**src/rtl/mem_arb_pkg.sv**
```systemverilog
// Shared types and defaults for the instruction-fetch / data memory port arbiter.
package mem_arb_pkg;

    localparam int DefWidth    = 32;
    localparam int BeWidth     = 4;
    localparam int StreakWidth = 4;

    typedef enum logic [1:0] {
        IDLE     = 2'd0,
        REQ      = 2'd1,
        WAIT_RSP = 2'd2
    } arb_state_e;

    typedef enum logic {
        OWN_IF = 1'b0,
        OWN_D  = 1'b1
    } owner_e;

endpackage

```
**src/rtl/arb_streak_cnt.sv**
```systemverilog
// Counts consecutive data-port wins while a fetch is waiting. It saturates at
// MaxStreak, and sat_o tells the arbiter to let the fetch through next.
module arb_streak_cnt
    import mem_arb_pkg::*;
#(
    parameter int MaxStreak = 4
) (
    input  logic clk_i,
    input  logic rst_i,
    input  logic inc_i,
    input  logic clr_i,
    output logic sat_o
);

    localparam logic [StreakWidth-1:0] SatVal = StreakWidth'(MaxStreak);

    logic [StreakWidth-1:0] cnt_q;
    logic [StreakWidth-1:0] cnt_d;

    // Next count: clear has priority, and increment stops at the saturation value.
    always_comb begin
        cnt_d = cnt_q;
        if (clr_i) begin
            cnt_d = '0;
        end else if (inc_i && (cnt_q != SatVal)) begin
            cnt_d = cnt_q + 1'b1;
        end
    end

    // Count register.
    always_ff @(posedge clk_i) begin
        if (rst_i) begin
            cnt_q <= '0;
        end else begin
            cnt_q <= cnt_d;
        end
    end

    assign sat_o = (cnt_q == SatVal);

endmodule

```
**src/rtl/mem_port_arbiter.sv**
```systemverilog
// Arbitrates a fetch port and a data port onto one memory port. Only one
// transaction is outstanding at a time. Data has priority, but a starvation
// streak limit guarantees that a waiting fetch is eventually served.
module mem_port_arbiter
    import mem_arb_pkg::*;
#(
    parameter int Width     = DefWidth,
    parameter int MaxStreak = 4
) (
    input  logic               clk_i,
    input  logic               rst_i,
    // fetch port
    input  logic               if_req_i,
    input  logic [Width-1:0]   if_addr_i,
    output logic               if_gnt_o,
    output logic               if_rvalid_o,
    output logic [Width-1:0]   if_rdata_o,
    input  logic               flush_i,
    // data port
    input  logic               d_req_i,
    input  logic               d_we_i,
    input  logic [BeWidth-1:0] d_be_i,
    input  logic [Width-1:0]   d_addr_i,
    input  logic [Width-1:0]   d_wdata_i,
    output logic               d_gnt_o,
    output logic               d_rvalid_o,
    output logic [Width-1:0]   d_rdata_o,
    // shared memory port
    output logic               mem_req_o,
    output logic               mem_we_o,
    output logic [BeWidth-1:0] mem_be_o,
    output logic [Width-1:0]   mem_addr_o,
    output logic [Width-1:0]   mem_wdata_o,
    input  logic               mem_gnt_i,
    input  logic               mem_rvalid_i,
    input  logic [Width-1:0]   mem_rdata_i
);

    arb_state_e         state_q, state_d;
    owner_e             owner_q, owner_d;
    logic               drop_q, drop_d;
    logic               we_q, we_d;
    logic [BeWidth-1:0] be_q, be_d;
    logic [Width-1:0]   addr_q, addr_d;
    logic [Width-1:0]   wdata_q, wdata_d;
    logic               if_rvalid_q, if_rvalid_d;
    logic [Width-1:0]   if_rdata_q, if_rdata_d;
    logic               d_rvalid_q, d_rvalid_d;
    logic [Width-1:0]   d_rdata_q, d_rdata_d;

    logic if_eff;
    logic if_wins;
    logic arb_go;
    logic streak_inc;
    logic streak_clr;
    logic streak_sat;
    logic drop_now;
    logic rsp_done;

    // A redirect in the same cycle makes the fetch request stale, so it does not compete.
    assign if_eff  = if_req_i & ~flush_i;
    assign if_wins = if_eff & (~d_req_i | streak_sat);
    assign arb_go  = (state_q == IDLE) & (if_eff | d_req_i);

    // The streak grows only when a data win makes a live fetch wait.
    assign streak_inc = arb_go & ~if_wins & if_eff;
    assign streak_clr = arb_go & (if_wins | ~if_eff);

    // A fetch in flight is orphaned by a redirect that arrives this cycle or earlier.
    assign drop_now = drop_q | (flush_i & (owner_q == OWN_IF));

    arb_streak_cnt #(
        .MaxStreak (MaxStreak)
    ) u_streak (
        .clk_i (clk_i),
        .rst_i (rst_i),
        .inc_i (streak_inc),
        .clr_i (streak_clr),
        .sat_o (streak_sat)
    );

    // FSM next state, payload latch and memory/grant outputs.
    always_comb begin
        state_d     = state_q;
        owner_d     = owner_q;
        drop_d      = drop_q;
        we_d        = we_q;
        be_d        = be_q;
        addr_d      = addr_q;
        wdata_d     = wdata_q;
        rsp_done    = 1'b0;
        mem_req_o   = 1'b0;
        mem_we_o    = 1'b0;
        mem_be_o    = '0;
        mem_addr_o  = '0;
        mem_wdata_o = '0;
        if_gnt_o    = 1'b0;
        d_gnt_o     = 1'b0;
        case (state_q)
            IDLE: begin
                if (arb_go) begin
                    state_d = REQ;
                    if (if_wins) begin
                        owner_d = OWN_IF;
                        we_d    = 1'b0;
                        be_d    = {BeWidth{1'b1}};
                        addr_d  = if_addr_i;
                        wdata_d = '0;
                    end else begin
                        owner_d = OWN_D;
                        we_d    = d_we_i;
                        be_d    = d_be_i;
                        addr_d  = d_addr_i;
                        wdata_d = d_wdata_i;
                    end
                end
            end
            REQ: begin
                mem_req_o   = 1'b1;
                mem_we_o    = we_q;
                mem_be_o    = be_q;
                mem_addr_o  = addr_q;
                mem_wdata_o = wdata_q;
                drop_d      = drop_now;
                if (mem_gnt_i) begin
                    if (owner_q == OWN_IF) begin
                        if_gnt_o = ~drop_now;
                    end else begin
                        d_gnt_o = 1'b1;
                    end
                    if (mem_rvalid_i) begin
                        rsp_done = 1'b1;
                        state_d  = IDLE;
                        drop_d   = 1'b0;
                    end else begin
                        state_d = WAIT_RSP;
                    end
                end
            end
            WAIT_RSP: begin
                drop_d = drop_now;
                if (mem_rvalid_i) begin
                    rsp_done = 1'b1;
                    state_d  = IDLE;
                    drop_d   = 1'b0;
                end
            end
            default: begin
                state_d = IDLE;
            end
        endcase
    end

    // Route a completed response to its owner; dropped fetches leave rdata untouched.
    always_comb begin
        if_rvalid_d = 1'b0;
        d_rvalid_d  = 1'b0;
        if_rdata_d  = if_rdata_q;
        d_rdata_d   = d_rdata_q;
        if (rsp_done) begin
            if (owner_q == OWN_D) begin
                d_rvalid_d = 1'b1;
                d_rdata_d  = mem_rdata_i;
            end else if (!drop_now) begin
                if_rvalid_d = 1'b1;
                if_rdata_d  = mem_rdata_i;
            end
        end
    end

    // State, payload and response registers; reset abandons any transaction.
    always_ff @(posedge clk_i) begin
        if (rst_i) begin
            state_q     <= IDLE;
            owner_q     <= OWN_D;
            drop_q      <= 1'b0;
            we_q        <= 1'b0;
            be_q        <= '0;
            addr_q      <= '0;
            wdata_q     <= '0;
            if_rvalid_q <= 1'b0;
            if_rdata_q  <= '0;
            d_rvalid_q  <= 1'b0;
            d_rdata_q   <= '0;
        end else begin
            state_q     <= state_d;
            owner_q     <= owner_d;
            drop_q      <= drop_d;
            we_q        <= we_d;
            be_q        <= be_d;
            addr_q      <= addr_d;
            wdata_q     <= wdata_d;
            if_rvalid_q <= if_rvalid_d;
            if_rdata_q  <= if_rdata_d;
            d_rvalid_q  <= d_rvalid_d;
            d_rdata_q   <= d_rdata_d;
        end
    end

    assign if_rvalid_o = if_rvalid_q;
    assign if_rdata_o  = if_rdata_q;
    assign d_rvalid_o  = d_rvalid_q;
    assign d_rdata_o   = d_rdata_q;

endmodule

```
**config.mk**
```make
export PLATFORM = sky130hd
export DESIGN_NAME = mem_port_arbiter
export DESIGN_NICKNAME = d
export VERILOG_FILES = /design/src/rtl/mem_arb_pkg.sv /design/src/rtl/arb_streak_cnt.sv /design/src/rtl/mem_port_arbiter.sv
export SDC_FILE = /design/constraint.sdc
export NUM_CORES = 1
export LEC_CHECK = 0
export CAP_MARGIN = 5
export CORE_MARGIN = 8
export CORE_UTILIZATION = 38
export CTS_CLUSTER_SIZE = 14
export DETAILED_ROUTE_END_ITERATION = 10
export PLACE_DENSITY = 0.84
export SETUP_SLACK_MARGIN = 0.05
export SLEW_MARGIN = 40
export SYNTH_ARGS = -nofsm -noshare
export SYNTH_HDL_FRONTEND = slang
export SYNTH_HIERARCHICAL = 1
export SYNTH_SLANG_ARGS = --single-unit
export TNS_END_PERCENT = 1
```
**constraint.sdc**
```tcl
create_clock -name clk_i -period 1.9 [get_ports clk_i]
set_input_delay 0.38 -clock clk_i [delete_from_list [all_inputs] [get_ports clk_i]]
set_output_delay 0.38 -clock clk_i [all_outputs]
set_load 0.005 [all_outputs]
```
---- Word level (Yosys, flattened, before mapping) ----
Index checks and enable logic that the tools add are counted.
operators by class
  add/sub/neg operators ................... 1
  equality and inequality tests ........... 7
  multiplexer cells ....................... 28
  bitwise operators ....................... 18
  reductions and logical operators ........ 10
operators with widths
  kind                                                                   count
  32-bit two-way mux                                                     4
  1-bit two-way mux                                                      15
  2-bit two-way mux                                                      4
  4-bit two-way mux                                                      2
  1-bit bitwise AND                                                      7
  1-bit NOT                                                              7
  2-bit != test, second input constant                                   3
  2-bit case mux with 3 select lines                                     1
  3-bit AND reduction                                                    2
  4-bit by 1-bit adder with 4-bit output, second input constant          1
  4-bit by 3-bit equality test with 1-bit output, second input constant  1
  4-bit by 3-bit != test with 1-bit output, second input constant        1
  1-bit bitwise OR                                                       4
  1-bit case mux with 2 select lines                                     2
  2-bit AND reduction                                                    2
  2-bit OR reduction                                                     2
  3-bit OR reduction                                                     1
  2-bit by 1-bit equality test with 1-bit output, second input constant  1
  2-bit equality test, second input constant                             1
  2-bit logical NOT                                                      1
  2-bit nonzero test                                                     1
  1-bit logical AND                                                      1
word-level totals
  register bits ........................... 143
  input bits .............................. 140
  output and inout bits ................... 138
  word-level logic and storage cells ...... 76

---- Logic depth before layout (Yosys ltp) ----
Gate-level depths: netlist of the first run.
  word-level depth ........................ 7
  gate-level depth with buffers ........... 9
  gate-level depth less buffers ........... 9

---- Modules after synthesis ----
The synthesis of the first run kept the hierarchy.
by module, submodules not included
  module            instances  cells an instance  area each (um2)  sequential area each (um2)
  mem_port_arbiter  1          743                5788.1           2782.7
  arb_streak_cnt    1          25                 229.0            80.1

---- Worst setup path before layout of the first run ----
Ideal clock, no wire load.
  kind .................................... reg-to-reg
  start point ............................. register u_streak.cnt_q[0]
  end point ............................... register u_streak.cnt_q[3]
  library setup time ...................... 0.059 ns
  arrival ................................. 1.811 ns
  path slack .............................. 0.030 ns
  stages on the path, launching flop included .. 10
  path buffers ............................ 0
  period minus slack after synthesis ...... 1.870 ns
  cells stage by stage .................... dfxtp_1 inv_1 ha_1 nand3b_1 inv_2 nor2b_1 and3_1 nand4_2 nor4b_2 a31o_1
on the way
  word-level cells in the longest chain between the ends .. 7
  elaborated cells between the ends (all ways) .. 12
ends and longest elaborated chain
  what                                            line                    RTL
  from (decl)                                     arb_streak_cnt.sv:17    logic [StreakWidth-1:0] cnt_q;
  from (signal assigned)                          arb_streak_cnt.sv:35    cnt_q <= cnt_d;
  4-bit by 3-bit equality test with 1-bit output  arb_streak_cnt.sv:39    assign sat_o = (cnt_q == SatVal);
  net streak_sat                                  mem_port_arbiter.sv:56  logic streak_sat;
  1-bit bitwise OR                                mem_port_arbiter.sv:62  assign if_wins = if_eff & (~d_req_i | streak_sat);
  1-bit bitwise AND                               mem_port_arbiter.sv:62
  1-bit NOT                                       mem_port_arbiter.sv:66  assign streak_inc = arb_go & ~if_wins & if_eff;
  1-bit bitwise AND (2 in series)                 mem_port_arbiter.sv:66
  net streak_inc                                  mem_port_arbiter.sv:54  logic streak_inc;
  1-bit logical AND                               arb_streak_cnt.sv:25    end else if (inc_i && (cnt_q != SatVal)) begin
The timed path passes the listed nets, and every way through them passes these cells.
A chain may end at the register's enable or synchronous reset.

---- Worst setup path after layout of the first run ----
  start point ............................. register state_q[1]
  end point ............................... output mem_addr_o[21]
on the way
  word-level cells in the longest chain between the ends .. 2
ends and longest elaborated chain
  what                                            line                     RTL
  from (decl)                                     mem_port_arbiter.sv:39   arb_state_e state_q, state_d;
  from (signal assigned)                          mem_port_arbiter.sv:186  state_q <= state_d;
  2-bit by 1-bit equality test with 1-bit output  mem_port_arbiter.sv:99   case (state_q)
  32-bit two-way mux                              mem_port_arbiter.sv:99
  to (decl)                                       mem_port_arbiter.sv:32   output logic [Width-1:0] mem_addr_o,
No other way between the ends.

==> metrics.txt, run 1 <==
status complete, but fails checks; failing checks setup timing; Adder-Cell Fraction of Synth Area 0.0125; layout cells sized above 1 0.257; Die Area 20100 µm²; met2 Resource Use GR 0.361; Placer Congestion 0.810; P_int 0.00604 W; FILL cells 1276; DRT antenna net count 0; Clk pwr share 0.381; num ports 278; max incr delay on CP 340 ps; CORE AREA 15700 µm²; register bit count reported by yosys 143; CP Class reg2out; worst slew pin tran 344 ps; Vias 6420; M3 GR Usage 0.0776; crit-path cells inv_2 -> ha_4 -> buf_6 -> buf_12 -> buf_16 -> and2_4 -> buf_6; Synth cell types 40; clk slew on worst S/H paths 70 ps; CP dominant cell by count buf_6; DRC violations left 0; placed instance area 9230 µm²; met1 Use GR 0.239; largest family of logic cells by synthesized area simple AND/OR/NAND/NOR gates; Syn Nets 914; max-slew violations 0; Die W 142 µm; area grow syn2layout 73.9%; cts hold-fix bufs 0; total gr overflow 0; max cap viols 0; first-pass GRT wire length 33.9 mm; Setup crit end kind primary output; mux cell area share after synthesis 0; Critical Path RT 1520 ps; Switch Pwr 0.00246 W; Slowest-stage cell, CP dfxtp_2; Comb pwr share 0.230; DRT Pass-1 Iters 4; Reg area 2870 µm²; placed cells 1238; register area share after synthesis 0.476; total CTS buffers 17; Synth Cell Area 6020 µm²; Routed WL 22.3 mm; wire length per cell 17.4 µm; final setup margin -119 ps; post-place setup slack -151 ps; Tightest Hold Check Type in2reg; Final setup viols 47; H-tree lvl count 4; clock latency on the worst-skew pair 430 ps; clock buffer depth 2; area of the multi-input gates 3170 µm²; CTS tree yes; via count of the first global-routing pass 6452; final instance area 10500 µm²; Mean Syn Cell Area 7.83 µm²; Ant. Diodes 0; initial antenna violation count 1; CTS Root Cell clkbuf_16; post-synthesis compound-gate area fraction 0.168; Iter 0 DRT Violations 248; Cells after Synth 768; clk_skew 10.6 ps; Finished Layout Cells 1283; Max Freq 495 MHz; post-synthesis xor/xnor area fraction 0; CP max FO 7; fin crit share 1.06; fin nets 1200; input/output buffers 277; sw frac 0.290; maximum vdd ir drop 0.566 mV; row cnt 46; Starting Density 0.384; Total Routing Usage GR 0.214; Reg power frac 0.389; endpoints failing hold 0; RSZ-0062 raised after global routing true; Post-DP HPWL 14.8 mm; CP arrival 1640 ps; Leak 3.99 nW; largest net degree at the start of global routing 70; min Tclk post-route 2020 ps; Vias per Instance 5.00; grt peak-use layer met2; Sink Count 143; simple-gate share of the synthesized area 0.288; Ys Warns 6; critical path startpoint category flip-flop; Worst slew margin 0.771; Die Y 142 µm; pwr/cell area 813 nW/µm²
## routing by layer
layer  wire, µm  up-vias
met4        569        2
met1       8480     2984
met3       2120       35
met5         13        -
met2      11100      263
li1           -     3136
## cell type report
cell class              count  share of cell area
inverters                   8             0.00311
multi-input cells         555               0.303
clock buffers              17              0.0407
clock inverters            15              0.0141
well taps                 216              0.0258
flip-flops and latches    143               0.274
repair buffers            329               0.340
## metrics by stage
stage / setup TNS [ps] / util / power [W] / hold slack (ps)
6_report: -4150 / 0.668 / 0.00851 / 332
5_1_grt: -7450 / 0.668 / 0.00888 / 334
4_1_cts: -5470 / 0.645 / 0.00845 / 313
3_5_place_dp: -9680 / 0.590 / 0.00488 / 439
3_3_place_gp: -8010 / 0.590 / 0.00485 / 433
2_1_floorplan: 0 / - / 0.00402 / 427
## state kept, by name, summed over array words and instances (netlist names)
signal and count:
d_rvalid_o 1, wdata_q 32, addr_q 32, we_q 1, drop_q 1, state_q 2, if_rdata_o 32, if_rvalid_o 1
u_streak/cnt_q 4, d_rdata_o 32, be_q 4, owner_q 1
## critical path: cells and delay by family, from the launching register on
kind	cells	cell delay, ps
buffers and inverters	5	570
AND/OR/NAND/NOR	1	140
adder cells (fa/ha/maj)	1	160
flip-flops	1	340
## Yosys cell counts (all sizes together)
master | instances | share of area
a211o | 1 | 0.0015
a211oi | 32 | 0.040
a21boi | 3 | 0.0044
a21oi | 133 | 0.11
a311oi | 1 | 0.0015
a31o | 1 | 0.0015
a31oi | 1 | 0.0010
and2 | 69 | 0.072
and3 | 3 | 0.0031
buf | 35 | 0.034
clkbuf | 27 | 0.017
dfxtp | 143 | 0.48
ha | 6 | 0.012
inv | 8 | 0.0050
nand2 | 194 | 0.12
nand2b | 2 | 0.0033
nand3 | 36 | 0.030
nand3b | 2 | 0.0025
nand4 | 1 | 0.0021
nor2 | 44 | 0.029
nor2b | 4 | 0.0046
nor3 | 11 | 0.011
nor3b | 1 | 0.0021
nor4 | 1 | 0.0021
nor4b | 1 | 0.0025
o21ai | 4 | 0.0052
o32ai | 1 | 0.0015
or3 | 2 | 0.0021
or3b | 1 | 0.0015
## final timing paths
kind	startpoint	end	slack (ps)	cells after the start
worst max-delay path	state_q[1]$_SDFFE_PP0P_	mem_addr_o[21]	-120	7
worst min-delay path	rst_i	if_rdata_o[7]$_SDFFE_PP0P_	330	2
worst max register to register	state_q[1]$_SDFFE_PP0P_	if_rdata_o[28]$_SDFFE_PP0P_	20	9
worst min register to register	wdata_q[23]$_SDFFE_PP0P_	wdata_q[23]$_SDFFE_PP0P_	450	2
## kinds of logic after synthesis
logic type | count (synthesis)
DFF | 143
AOI/OAI and AO/OA | 177
and+or+nand+nor | 372
buffers and inverters | 70
adders and majority gates | 6
## power groups by stage
stage                     sequential [W]  combinational [W]  clock, W
after floorplan                  0.00333           0.000691         0
after global placement           0.00334            0.00150         0
after detailed placement         0.00335            0.00153         0
after CTS                        0.00329            0.00185   0.00331
after global routing             0.00332            0.00211   0.00344
final                            0.00330            0.00196   0.00324
## what timing repair did
action / 4_1_cts / 5_1_grt
cloned: 8 / 0
setup endpoints to repair: 72 / 194
setup buffers: 7 / 0
resized for setup: 378 / 94
pin swaps: 57 / 10
## cells in the final DEF (no fill, tap or decap), types with 24 or more instances in the layout
cell and n:
nor2_1 43, buf_6 66, and2_4 64, a21oi_1 116, clkdlybuf4s50_1 204, nand3_1 36
nand2_1 192, a211oi_1 24, dfxtp_1 139, buf_4 27
Note: power is estimated with default switching activity, not from simulation.
==> run 2: changes to the inputs <==
Settings changed: SLEW_MARGIN 40 to 20.
==> results of run 2 <==
The final DEF is identical to that of run 1; final timing and power are the same.
